### config.mk
export PLATFORM = sky130hd
export DESIGN_NAME = button_press_classifier
export DESIGN_NICKNAME = d
export VERILOG_FILES = /design/src/rtl/button_press_classifier.sv
export SDC_FILE = /design/constraint.sdc
export NUM_CORES = 1
export LEC_CHECK = 0
export ABC_AREA = 1
export BUFFER_PORTS_ARGS = -buffer_cell sky130_fd_sc_hd__buf_2
export CAP_MARGIN = 0
export CORE_MARGIN = 5
export CORE_UTILIZATION = 58
export CTS_BUF_LIST = sky130_fd_sc_hd__clkbuf_4 sky130_fd_sc_hd__clkbuf_8 sky130_fd_sc_hd__clkbuf_16
export DETAILED_ROUTE_END_ITERATION = 7
export PLACE_DENSITY = 0.84
export SETUP_SLACK_MARGIN = 0.02
export SLEW_MARGIN = 5
export SYNTH_ARGS = -nofsm -noshare
export SYNTH_HDL_FRONTEND = slang
export SYNTH_SLANG_ARGS = --single-unit
### constraint.sdc
create_clock -name clk -period 1.6 [get_ports clk]
set_clock_uncertainty 0.15 [all_clocks]
set_input_delay 0.48 -clock clk [delete_from_list [all_inputs] [get_ports clk]]
set_output_delay 0.48 -clock clk [all_outputs]
set_load 0.02 [all_outputs]
### src/rtl/button_press_classifier.sv
//==============================================================================
// Module      : button_press_classifier
// Description : Turns debounced press/release pulses into one-cycle gesture
//               events: short press, double press, long press and, when
//               BUTTON_PRESS_CLASSIFIER_REPEAT_EN is defined, auto-repeat
//               pulses while the button stays long-held.
//               Configuration macro: BUTTON_PRESS_CLASSIFIER_REPEAT_EN
// Revision    : 1.0 - initial release
//==============================================================================
`default_nettype none

module button_press_classifier #(
    parameter int LONG_COUNT    = 1000,
    parameter int DOUBLE_WINDOW = 250,
    parameter int REPEAT_COUNT  = 100
) (
    input  logic clk,
    input  logic reset,
    input  logic rising,
    input  logic falling,
    output logic short_press,
    output logic double_press,
    output logic long_press,
    output logic repeat_press,
    output logic held
);

    // Shared counter sizing; the repeat period only matters when repeats exist.
    localparam int c_MAX_LW = (LONG_COUNT > DOUBLE_WINDOW) ? LONG_COUNT : DOUBLE_WINDOW;
`ifdef BUTTON_PRESS_CLASSIFIER_REPEAT_EN
    localparam int c_CNT_MAX = (c_MAX_LW > REPEAT_COUNT) ? c_MAX_LW : REPEAT_COUNT;
`else
    localparam int c_CNT_MAX = c_MAX_LW;
`endif
    localparam int c_CNT_W = $clog2(c_CNT_MAX);

    localparam logic [c_CNT_W-1:0] c_LONG_TERM = c_CNT_W'(LONG_COUNT - 1);
    localparam logic [c_CNT_W-1:0] c_WIN_TERM  = c_CNT_W'(DOUBLE_WINDOW - 1);
    localparam logic [c_CNT_W-1:0] c_CNT_TOP   = c_CNT_W'(c_CNT_MAX - 1);
`ifdef BUTTON_PRESS_CLASSIFIER_REPEAT_EN
    localparam logic [c_CNT_W-1:0] c_REP_TERM  = c_CNT_W'(REPEAT_COUNT - 1);
`endif

    localparam logic [1:0] c_IDLE        = 2'd0;
    localparam logic [1:0] c_PRESSED     = 2'd1;
    localparam logic [1:0] c_WAIT_DOUBLE = 2'd2;
    localparam logic [1:0] c_LONG_HELD   = 2'd3;

    // Elaboration-time sanity check on the timing parameters.
    generate
        if (LONG_COUNT < 2 || DOUBLE_WINDOW < 2 || REPEAT_COUNT < 2) begin : g_bad_params
            $error("button_press_classifier: LONG_COUNT, DOUBLE_WINDOW and REPEAT_COUNT must be >= 2");
        end
    endgenerate

    logic [1:0]         r_state;
    logic [c_CNT_W-1:0] r_cnt;
    logic               r_second;
    logic               r_short;
    logic               r_double;
    logic               r_long;
    logic               r_held;

    logic [1:0]         w_state_nx;
    logic [c_CNT_W-1:0] w_cnt_nx;
    logic [c_CNT_W-1:0] w_cnt_inc;
    logic               w_second_nx;
    logic               w_short_nx;
    logic               w_double_nx;
    logic               w_long_nx;
    logic               w_rise;
    logic               w_fall;

    // Simultaneous press and release pulses cancel each other out.
    assign w_rise = rising & ~falling;
    assign w_fall = falling & ~rising;

    // Counter never wraps on its own; it stops at its largest value.
    assign w_cnt_inc = (r_cnt == c_CNT_TOP) ? r_cnt : r_cnt + 1'b1;

`ifdef BUTTON_PRESS_CLASSIFIER_REPEAT_EN
    logic r_repeat;
    logic w_repeat_nx;
`endif

    // Next-state, counter and next-cycle event decode.
    always_comb begin
        w_state_nx  = r_state;
        w_cnt_nx    = r_cnt;
        w_second_nx = r_second;
        w_short_nx  = 1'b0;
        w_double_nx = 1'b0;
        w_long_nx   = 1'b0;
`ifdef BUTTON_PRESS_CLASSIFIER_REPEAT_EN
        w_repeat_nx = 1'b0;
`endif
        case (r_state)
            c_IDLE: begin
                if (w_rise) begin
                    w_state_nx  = c_PRESSED;
                    w_cnt_nx    = '0;
                    w_second_nx = 1'b0;
                end
            end
            c_PRESSED: begin
                // Reaching the long-hold threshold beats a release in the same cycle.
                if (r_cnt == c_LONG_TERM) begin
                    w_state_nx = c_LONG_HELD;
                    w_cnt_nx   = '0;
                    w_long_nx  = 1'b1;
                end else if (w_fall) begin
                    w_cnt_nx = '0;
                    if (r_second) begin
                        w_state_nx  = c_IDLE;
                        w_double_nx = 1'b1;
                    end else begin
                        w_state_nx = c_WAIT_DOUBLE;
                    end
                end else begin
                    w_cnt_nx = w_cnt_inc;
                end
            end
            c_WAIT_DOUBLE: begin
                // A new press wins over the window expiring in the same cycle.
                if (w_rise) begin
                    w_state_nx  = c_PRESSED;
                    w_cnt_nx    = '0;
                    w_second_nx = 1'b1;
                end else if (r_cnt == c_WIN_TERM) begin
                    w_state_nx = c_IDLE;
                    w_cnt_nx   = '0;
                    w_short_nx = 1'b1;
                end else begin
                    w_cnt_nx = w_cnt_inc;
                end
            end
            c_LONG_HELD: begin
                if (w_fall) begin
                    w_state_nx = c_IDLE;
                    w_cnt_nx   = '0;
                end
`ifdef BUTTON_PRESS_CLASSIFIER_REPEAT_EN
                // The long_press cycle is a settle cycle: repeat timing starts after it.
                else if (r_long) begin
                    w_cnt_nx = '0;
                end else if (r_cnt == c_REP_TERM) begin
                    w_cnt_nx    = '0;
                    w_repeat_nx = 1'b1;
                end else begin
                    w_cnt_nx = w_cnt_inc;
                end
`endif
            end
            default: begin
                w_state_nx = c_IDLE;
                w_cnt_nx   = '0;
            end
        endcase
    end

    // State, counter and registered outputs.
    always_ff @(posedge clk) begin
        if (reset) begin
            r_state  <= c_IDLE;
            r_cnt    <= '0;
            r_second <= 1'b0;
            r_short  <= 1'b0;
            r_double <= 1'b0;
            r_long   <= 1'b0;
            r_held   <= 1'b0;
        end else begin
            r_state  <= w_state_nx;
            r_cnt    <= w_cnt_nx;
            r_second <= w_second_nx;
            r_short  <= w_short_nx;
            r_double <= w_double_nx;
            r_long   <= w_long_nx;
            r_held   <= (w_state_nx == c_PRESSED) || (w_state_nx == c_LONG_HELD);
        end
    end

`ifdef BUTTON_PRESS_CLASSIFIER_REPEAT_EN
    // Auto-repeat pulse register.
    always_ff @(posedge clk) begin
        if (reset) begin
            r_repeat <= 1'b0;
        end else begin
            r_repeat <= w_repeat_nx;
        end
    end

    assign repeat_press = r_repeat;
`else
    assign repeat_press = 1'b0;
`endif

    assign short_press  = r_short;
    assign double_press = r_double;
    assign long_press   = r_long;
    assign held         = r_held;

endmodule

`default_nettype wire
Word level (Yosys, flattened, before mapping):

Cells that the tools add are included.

* bits in registers: 17
* logic and storage cells: 55

* equality and inequality tests: 10
* add/sub/neg operators: 1
* bitwise logic cells: 7
* reduce and logical (&&, ||, !) cells: 8
* muxes and demuxes: 22

Operators by type and width (count)
* $mux 10: 7
* $pmux 10 s4: 1
* $mux 2: 7
* $add 10x1->10 const B: 1
* $eq 10x10->1 const B: 1
* $eq 10x8->1 const B: 1
* $pmux 2 s4: 1
* $eq 2x2->1 const B: 3
* $ne 2x2->1 const B: 3
* $mux 1: 5
* $not 1->1: 5
* $eq 2x1->1 const B: 2
* $reduce_or 4->1: 1
* $reduce_and 3->1: 1
* $reduce_or 3->1: 1
* $and 1x1->1: 2
* $logic_not 2->1: 1
* $pmux 1 s2: 1
* $reduce_and 2->1: 1
* $reduce_bool 2->1: 1
* $reduce_or 2->1: 1
* $logic_or 1x1->1: 1

Logic depth before layout (Yosys ltp):

* depth after elaboration: 7
* mapped depth: 9
* mapped depth without buffers: 9

Worst setup path after synthesis:

Ideal clock, no wire load.

* kind: register to register
* start point: reg, netlist name held
* end point: reg r_cnt[7]
* clock period less this slack: 1581 ps
* buffers on the path: 0
* arrival: 1362 ps
* required time: 1380 ps
* setup time: 70 ps
* stages on the path, launching flop included: 7
* slack: 19 ps
* cell sequence: dfxtp_1 -> inv_1 -> ha_1 -> inv_1 -> nor2_8 -> nand4_1 -> a21oi_1

RTL lines
* to (signal assigned): RTL line 173 `r_cnt <= w_cnt_nx;`
* to (decl): RTL line 57 `logic [c_CNT_W-1:0] r_cnt;`

Worst setup path in the final report:

* start point: reg r_state[1]
* end point: reg r_cnt[3]

* word-level cells in the longest chain between the ends: 3
* elaborated cells on any way between the ends: 8
* those cells by class: eq/ne (5); mux (1); reduce/logical (2)

Ends and longest elaborated chain
* from (decl): RTL line 56 `logic [1:0] r_state;`
* from (signal assigned): RTL line 164 `r_state <= c_IDLE;`
* from (signal assigned): RTL line 172 `r_state <= w_state_nx;`
* $eq 2x2->1 or $logic_not 2->1 (tied branches): RTL line 97 `case (r_state)`
* $ne 2x2->1 (no source line)
* $reduce_and 2->1 (no source line)

Parallel ways exist; a longest one is shown, timed or not.
A chain may end at the register's enable or synchronous reset.

==> results.md <==
- Ant diodes: 0
- Ys Warns: 0
- Final routed DRC violation total: 0
- Hold path startpoint: r_second
- Die width: 54.0 um
- Fin Setup TNS: 0 ns
- DR WL/cell: roughly 13 um
- Sequential share of the synthesized area: between 20 and 30%
- Post-synth EDFFs: 0
- CP required: 1.67 ns
- Crit-path max cell delay: about 0.40 ns
- Htree depth: 1
- GP Congestion: around 0.91
- Clock buffer depth: 2
- Hold depth: 2
- Reg-to-reg slack, setup: 0.02 ns
- CTS Buf Count: 3
- Critical Path Fanout Max: 5
- Mux contribution to synthesized area: 0%
- FFs w/ async S/R, synth: 0%
- I/O Buffers: 7
- Die ar.: approximately 2900 um2
- Critical path class: reg2reg
- Hold Slack: ~0.33 ns
- Tot GR Track Use: 17.5%
- Reg-to-Reg End: r_cnt[3]
- CP max stage cell: dfxtp_4
- Root Buffer: clkbuf_4
- Post-DP Area: 1200 um2
- Status: finished, final reports clean
- CP Capture Type: flop
- Mapped Nets: about 170
- Syn Inst Count: 162
- Main combinational cell family by area after synthesis: simple AND/OR/NAND/NOR gates
- Final Instance Area: roughly 1400 um2
- Final setup vio count: 0
- Number of global-route vias before repair: between 900 and 1000
- Hold EP: r_second
- Initial core utilization: approximately 60%
- Post-synth top flop: dfxtp_1
- Startpoint Class: flop
- Final WL: around 2800 um
- Mapped Area: ~1100 um2
- Global-route wire length before repair: about 3800 um
- Post-synthesis xor/xnor area fraction: ~2.3%
- Synthesized flop and latch total: 16
- Clk slew on worst S/H paths: around 0.10 ns
- Most common cell after layout, fill and taps aside: nand2_1
- CTS Hold Bufs: 0
- Via count: around 1100
- Num rows: 16
- CP cell instances: inv_1, ha_2, inv_2, nor2_8, nand4_1, a21oi_1
- Simple-gate share of the synthesized area: about two fifths
- Final slew viol count: 0
- Reg-to-reg startpoint: r_state[1]
- Maximum vdd drop: approximately 0.86 mV
- Final cycle utilization of the critical path: between 90% and 100%
- Later-pin clock latency in the skew report: roughly 0.29 ns
- Post-Synth Adder-Cell Area: 7.80%
- DRT iter0 DRCs: 54
- Grt ovf: 0
- Syn avg cell area: slightly below 7 um2
- Detail Route Antenna Nets: 0
- Nets: a little under 200
- Post-DP HPWL: about 1800 um
- Post-DR vias/cell: 5.42
- Core ar.: between 1500 and 2000 um2
- Reg2Reg Depth: 6
- Design Power: approximately 1600 uW
- Worst hold path type: reg2reg
- RSZ-0062 raised after global routing: yes
- Pwr/cell area: about 1100 nW/um2
- Synth Area in Compound Gates: a little over a tenth
- Antenna violations before repair: 0
- Die H: 54.0 um
- Share of cells above drive strength 1: a little over a third
- Highest-count cells in the layout ignoring fill and taps: 42 x nand2_1, 16 x inv_1, 12 x dfxtp_1
- Final Critical Period: 1.58 ns
- Largest net degree at the start of global routing: 15
- I/O pin count: 9
- Max frequency: 634 MHz
- Cell leakage power: 0.000576 uW
- Drt first pass iters: 4
- Yosys cell types: 27
- Max Cap Viol: 0
- Hold Vio Cnt, Final: 0
- Layout area overhead: 24.9%
- Clock sink count: 16
- Worst path arrival time: ~1.7 ns
- CTS tree: yes
[report_power, final]
| part | internal, uW | leakage (uW) | switching [uW] |
|---|---|---|---|
| clock | 139 | 0.0000210 | 139 |
| combinational | 285 | 0.000423 | 546 |
| sequential | 438 | 0.000132 | 45.2 |
[stage by stage]
step	utilization [%]	cells	worst slack (ns)
after CTS	65.6	203	0.0138
after detailed placement	63.2	199	-0.0491
after global placement	63.2	199	-0.000651
after floorplan	-	162	0.140
after global routing	73.7	211	-0.0180
final	73.7	211	0.0232
[Yosys cell counts, types with 3 or more instances]
| master | instances | area (um2) |
|---|---|---|
| nand3_1 | 12 | 60.1 |
| nor2_1 | 9 | 33.8 |
| inv_1 | 20 | 75.1 |
| a21oi_1 | 13 | 65.1 |
| ha_1 | 7 | 87.6 |
| dfxtp_1 | 16 | 320 |
| nand3_2 | 4 | 40.0 |
| o21ai_0 | 6 | 30.0 |
| nand2_4 | 3 | 33.8 |
| nand2_1 | 44 | 165 |
| nor2_2 | 4 | 25.0 |
| nand2_2 | 3 | 18.8 |
[final cells by class]
cell class	instances	area, um2
flip-flops and latches	16	335
inverters	23	86.3
repair buffers	19	129
fillers	127	500
well taps	27	33.8
clock buffers	4	36.3
multi-input cells	122	781
[layer usage]
layer,wire [um],part of all wire [%],track usage (%),vias to the layer above
li1,-,-,-,561
met1,1160,42,22.7,523
met2,1360,49,30.0,53
met3,227,8.2,2.49,6
met4,34,1.2,4.98,0
met5,0,0,0,-
[how the worst max path moves through the flow]
| stage | startpoint | to | cells past startpoint |
|---|---|---|---|
| after global routing | r_state[1] | r_cnt[4] | 7 |
| final | r_state[1] | r_cnt[3] | 6 |
| after global placement | falling | r_cnt[2] | 9 |
| after floorplan | held | r_cnt[7] | 6 |
| after CTS | held | r_cnt[3] | 6 |
| after detailed placement | falling | r_cnt[2] | 9 |
[state kept, by name, indices dropped and copies added (netlist names)]
name / cells
held: 1
double_press: 1
r_state: 1
r_cnt: 10
r_second: 1
long_press: 1
short_press: 1
[worst max-delay path, delay by kind of cell (launching register included)]
family          cells  cell delay (ns)
flops               1             0.40
fa+ha+maj           1             0.35
simple gates        2             0.27
compound gates      1             0.17
buf+inv             2             0.17
[timing repair]
action	CTS	global route
setup endpoints to repair	10	11
pin swaps	0	8
setup buffers	0	6
cloned	0	2
gates resized for setup	5	26
[kinds of logic (layout without fill, tap and decap cells)]
group,after synthesis,count (layout)
flip-flops,16,16
adder cells (fa/ha/maj),7,7
buffers and inverters,26,46
XOR/XNOR,3,3
other,1,1
AO/OA/AOI/OAI,22,22
AND/OR/NAND/NOR,87,89
Note: power is estimated with default switching activity, not from simulation.
